**config.mk**
```make
export PLATFORM = sky130hd
export DESIGN_NAME = uart_rx_flat
export DESIGN_NICKNAME = d
export VERILOG_FILES = /design/src/rtl/uart_rx_if.sv /design/src/rtl/uart_rx.sv /design/src/flat_wrapper.sv
export SDC_FILE = /design/constraint.sdc
export NUM_CORES = 1
export LEC_CHECK = 0
export ABC_AREA = 1
export CAP_MARGIN = 20
export CORE_ASPECT_RATIO = 0.8
export CORE_MARGIN = 2
export CORE_UTILIZATION = 48
export DETAILED_ROUTE_END_ITERATION = 12
export PLACE_DENSITY_LB_ADDON = 0.2
export SLEW_MARGIN = 10
export SYNTH_ARGS = -nofsm -noshare
export SYNTH_HDL_FRONTEND = slang
export SYNTH_SLANG_ARGS = --single-unit
```
**constraint.sdc**
```tcl
create_clock -name clk -period 1.2 [get_ports clk]
set_input_delay 0.18 -clock clk [delete_from_list [all_inputs] [get_ports clk]]
set_output_delay 0.18 -clock clk [all_outputs]
set_load 0.01 [all_outputs]
```
**src/rtl/uart_rx_if.sv**
```systemverilog
// Serial-receive side of a UART: oversampling tick and line in, received byte and status out.
interface uart_rx_if #(
  parameter int DATA_BITS = 8
);
  logic                 baud_tick;
  logic                 rx;
  logic [DATA_BITS-1:0] data_out;
  logic                 rx_done_tick;
  logic                 frame_err;

  modport master (output baud_tick, rx, input data_out, rx_done_tick, frame_err);
  modport slave  (input baud_tick, rx, output data_out, rx_done_tick, frame_err);
endinterface

```
**src/rtl/uart_rx.sv**
```systemverilog
// 8N1-style UART receiver, oversampled by baud_tick; samples each bit at its midpoint.
module uart_rx #(
  parameter int DATA_BITS = 8,
  parameter int OS_TICKS  = 16
) (
  input  logic     clk,
  input  logic     rst,
  uart_rx_if.slave bus
);
  localparam int TW = $clog2(OS_TICKS);
  localparam int BW = (DATA_BITS > 1) ? $clog2(DATA_BITS) : 1;
  localparam logic [TW-1:0] HALF_M1 = TW'(OS_TICKS/2 - 1);
  localparam logic [TW-1:0] FULL_M1 = TW'(OS_TICKS - 1);
  localparam logic [BW-1:0] LAST    = BW'(DATA_BITS - 1);

  typedef enum logic [1:0] {IDLE, START, DATA, STOP} state_t;

  state_t               state, state_n;
  logic [TW-1:0]        tick_cnt, tick_n;
  logic [BW-1:0]        bit_cnt, bit_n;
  logic [DATA_BITS-1:0] shift_q, shift_n, data_q, data_n;
  logic                 err_q, err_n, done_q, done_n;
  logic                 rx_meta, rx_sync;

  // Synchronizer resets to the idle-line level so reset never fakes a start bit.
  always_ff @(posedge clk) begin
    if (rst) begin
      rx_meta <= 1'b1;
      rx_sync <= 1'b1;
    end else begin
      rx_meta <= bus.rx;
      rx_sync <= rx_meta;
    end
  end

  always_ff @(posedge clk) begin
    if (rst) begin
      state    <= IDLE;
      tick_cnt <= '0;
      bit_cnt  <= '0;
      shift_q  <= '0;
      data_q   <= '0;
      err_q    <= 1'b0;
      done_q   <= 1'b0;
    end else begin
      state    <= state_n;
      tick_cnt <= tick_n;
      bit_cnt  <= bit_n;
      shift_q  <= shift_n;
      data_q   <= data_n;
      err_q    <= err_n;
      done_q   <= done_n;
    end
  end

  always_comb begin
    state_n = state;
    tick_n  = tick_cnt;
    bit_n   = bit_cnt;
    shift_n = shift_q;
    data_n  = data_q;
    err_n   = err_q;
    done_n  = 1'b0;
    case (state)
      IDLE: if (!rx_sync) begin
        state_n = START;
        tick_n  = '0;
      end
      START: if (bus.baud_tick) begin
        if (tick_cnt == HALF_M1) begin
          // A start bit that is gone by mid-bit was noise.
          if (!rx_sync) begin
            state_n = DATA;
            tick_n  = '0;
            bit_n   = '0;
          end else begin
            state_n = IDLE;
          end
        end else begin
          tick_n = tick_cnt + TW'(1);
        end
      end
      DATA: if (bus.baud_tick) begin
        if (tick_cnt == FULL_M1) begin
          tick_n  = '0;
          shift_n = {rx_sync, shift_q[DATA_BITS-1:1]};
          if (bit_cnt == LAST) state_n = STOP;
          else                 bit_n   = bit_cnt + BW'(1);
        end else begin
          tick_n = tick_cnt + TW'(1);
        end
      end
      STOP: if (bus.baud_tick) begin
        if (tick_cnt == FULL_M1) begin
          data_n  = shift_q;
          err_n   = ~rx_sync;
          done_n  = 1'b1;
          state_n = IDLE;
        end else begin
          tick_n = tick_cnt + TW'(1);
        end
      end
      default: state_n = IDLE;
    endcase
  end

  assign bus.data_out     = data_q;
  assign bus.frame_err    = err_q;
  assign bus.rx_done_tick = done_q;
endmodule

```
**src/flat_wrapper.sv**
```systemverilog
// flat-port wrapper written by rule: the top's interface ports become plain ports
module uart_rx_flat 
#(
  parameter int DATA_BITS = 8,
  parameter int OS_TICKS  = 16
)
  (clk, rst, bus_baud_tick, bus_rx, bus_data_out, bus_rx_done_tick, bus_frame_err);
  uart_rx_if #(.DATA_BITS(DATA_BITS)) bus_i ();
  input  logic clk;
  input  logic rst;
  input wire logic [$bits(bus_i.baud_tick)-1:0] bus_baud_tick;
  input wire logic [$bits(bus_i.rx)-1:0] bus_rx;
  output wire logic [$bits(bus_i.data_out)-1:0] bus_data_out;
  output wire logic [$bits(bus_i.rx_done_tick)-1:0] bus_rx_done_tick;
  output wire logic [$bits(bus_i.frame_err)-1:0] bus_frame_err;
  assign bus_i.baud_tick = bus_baud_tick;
  assign bus_i.rx = bus_rx;
  assign bus_data_out = bus_i.data_out;
  assign bus_rx_done_tick = bus_i.rx_done_tick;
  assign bus_frame_err = bus_i.frame_err;
  uart_rx #(.DATA_BITS(DATA_BITS), .OS_TICKS(OS_TICKS)) u_core (.clk(clk), .rst(rst), .bus(bus_i));
endmodule
```
==> metrics.md <==
| Metric | Value |
|---|---|
| CP max stage cell | `dfxtp_2` |
| Gr usage total | `0.192` |
| Run status | `complete, but fails checks` |
| Mapped Avg Cell Area | `7.41 um^2` |
| Max-slew violations | `0` |
| Top Ports | `14` |
| CTS tree | `done` |
| Largest net degree at the start of global routing | `21` |
| Worst path max stage delay | `350 ps` |
| First-pass GRT wire length | `4260 um` |
| Multi-input logic area | `726 um^2` |
| Initial DRC count | `27` |
| Core area | `2460 um^2` |
| WL/cell | `11.3 um` |
| Worst setup margin | `-142 ps` |
| TritonCTS Buffers | `5` |
| Number of global-route vias before repair | `1003` |
| Final WL | `2700 um` |
| Clk sinks | `29` |
| Final Cycle Share | `1.12` |
| Die X | `60.9 um` |
| Yosys cell types | `21` |
| WP data arrival | `1560 ps` |
| Maxcap violations | `0` |
| Clk slew on worst S/H paths | `90 ps` |
| Die Area | `3020 um^2` |
| Worst slew margin | `0.864` |
| Synthesized flop and latch total | `29` |
| Final Setup Violations | `20` |
| Clock Tree Buf Depth | `2` |
| WP data required | `1420 ps` |
| Drt drc | `0` |
| Largest fanout on the critical path | `4` |
| Setup CP Type | `reg2reg` |
| Min Tclk post-route | `1340 ps` |
| Pre-CTS WS | `-246 ps` |
| Setup crit end kind | `flop` |
| Final Hold Viols | `0` |
| Initial Util | `0.506` |
| Worst VDD drop | `0.701 mV` |
| Worst Tran Pin Value | `203 ps` |
| Clock skew | `6.94 ps` |
| Worst hold path type | `in2reg` |
| GR Overflow Total | `0` |
| Dpl hpwl | `1980 um` |
| CP Cell Sequence | `ha_4, ha_4, inv_2, nand2_2, nand2_2, nand2_4, nor2_4, o21ai_1, nand2_1, nor2_1` |
| Clock latency at the later pin of the worst-skew pair | `320 ps` |
| Layout area overhead | `40.3%` |
| RSZ-0062 raised after global routing | `yes` |
| PortBufs | `13` |
| Cell row count | `16` |
| Number of diodes | `0` |
| Drt via density | `4.86` |
| YS warnings | `0` |
| Static leakage | `0.762 nW` |
| Initial antenna violation count | `0` |
| Final layout net count | `208` |
| Syn_nets | `175` |
| Failing checks | `setup timing` |
| Fin util | `0.709` |
| CP Launch Type | `flop` |
| Initial DRT Pass Iterations | `4` |
| Share of layout cells above drive strength 1 | `0.351` |
| Power per cell area | `1160 nW/um^2` |
| Post-synthesis sequential area ratio | `0.466` |
| Register Area | `588 um^2` |
| Gp weighted congestion | `0.889` |
| H-tree depth | `2` |
| ANT nets after route | `0` |
| Clock Tree Root | `clkbuf_4` |
| Post-Syn Area | `1240 um^2` |
| Fill cells | `207` |
| Cells after Synth | `168` |
| Routed vias | `1157` |
| Max frequency | `745 MHz` |
| Die Ht | `49.6 um` |
## synth_stat cells, drive strengths merged
master	number	area [um^2]
clkinv	2	13.8
xor2	1	8.76
clkbuf	3	11.3
o21ai	22	114
dfxtp	29	581
or2	2	12.5
a21oi	11	58.8
nand2	30	123
nand3	8	45.0
ha	3	37.5
nor2	42	180
nand3b	1	7.51
inv	14	52.6
## path summary, 6_finish.rpt
path	end	slack (ps)	start	cells after the start
min	u_core.rx_meta	410	bus_rx	2
max reg2reg	u_core.bit_cnt[0]	-140	u_core.bit_cnt[1]	10
max	u_core.bit_cnt[0]	-140	u_core.bit_cnt[1]	10
min reg2reg	u_core.rx_sync	410	u_core.rx_meta	1
## cell type report
cell class              instances  area share
multi-input cells             120       0.415
repair buffers                 28       0.139
repair inverters                1     0.00287
clock buffers                   7      0.0372
well taps                      36      0.0258
clock inverters                 1     0.00287
flip-flops and latches         29       0.337
inverters                      16      0.0401
## registers in the layout, summed over array words and instances, names as in the netlist, named ones only
name and cells:
u_core.rx_meta 1, u_core.rx_sync 1, u_core.tick_cnt 4, u_core.bus.rx_done_tick 1, u_core.bus.frame_err 1, u_core.bus.data_out 8
u_core.shift_q 8, u_core.bit_cnt 3, u_core.state 1
## critical path: cells and delay by family (launching register included)
| kind | cells | cell delay [ps] |
|---|---|---|
| adder cells (fa/ha/maj) | 2 | 310 |
| AND/OR/NAND/NOR | 6 | 450 |
| flip-flops | 1 | 350 |
| AO/OA/AOI/OAI | 1 | 90 |
| buffers and inverters | 1 | 40 |
## metal layers
layer | global-route usage | share of wire | vias up
li1 | - | - | 605
met5 | 0 | 0 | -
met4 | 0.0761 | 0.021 | 0
met1 | 0.267 | 0.47 | 531
met2 | 0.278 | 0.48 | 14
met3 | 0.0551 | 0.030 | 7
## kinds of logic after synthesis
| group | Yosys count | share of synthesized area |
|---|---|---|
| AO/OA/AOI/OAI | 33 | 0.139 |
| XOR/XNOR | 1 | 0.00704 |
| adder cells (fa/ha/maj) | 3 | 0.0302 |
| buffers and inverters | 19 | 0.0623 |
| flip-flops | 29 | 0.466 |
| AND/OR/NAND/NOR | 83 | 0.295 |
## report_power, final
part	switching (W)	total, W	internal, W	leakage [nW]
combinational	0.000188	0.000341	0.000153	0.483
clock	0.000325	0.000664	0.000339	0.0413
sequential	0.0000319	0.00102	0.000988	0.237
total	0.000545	0.00203	0.00148	0.762
## through the flow
| stage | area [um^2] | cells | setup TNS, ps | total power [W] | hold slack, ps |
|---|---|---|---|---|---|
| after CTS | 1680 | 236 | -1310 | 0.00200 | 408 |
| after global placement | 1570 | 228 | -3360 | 0.00131 | 394 |
| after floorplan | 1290 | 168 | -51.7 | 0.00121 | 284 |
| after global routing | 1750 | 238 | -3460 | 0.00213 | 419 |
| after detailed placement | 1570 | 228 | -4380 | 0.00132 | 393 |
| final | 1750 | 238 | -1190 | 0.00203 | 412 |
## cells in the final DEF (no fill, tap or decap)
master,netlist,layout
clkdlybuf4s50_1,0,3
nor2_2,3,1
nand3b_1,1,1
clkbuf_4,0,5
o21ai_1,0,18
clkbuf_8,0,2
nor2_1,37,36
xor2_1,1,1
o21ai_2,1,2
a21oi_1,10,6
nand3_4,0,2
or2_2,2,2
a21oi_2,1,5
nand2_2,4,7
buf_12,0,1
nand2_1,26,20
dfxtp_2,0,6
ha_4,0,3
nand2_4,0,3
buf_4,0,14
inv_1,12,8
nand3_2,1,3
clkinv_4,1,2
inv_2,2,6
nor2_4,2,5
o21ai_0,21,2
dlygate4sd2_1,0,10
clkinv_2,1,2
nand3_1,7,3
dfxtp_1,29,23
## repair_timing
item,in CTS,in global routing
endpoints found under the setup margin,36,26
cloned,0,1
gates resized for setup,35,22
hold endpoints to repair,0,0
setup buffers,0,1
pin swaps,5,14
hold buffers,0,0
(Power assumes the default switching activity.)
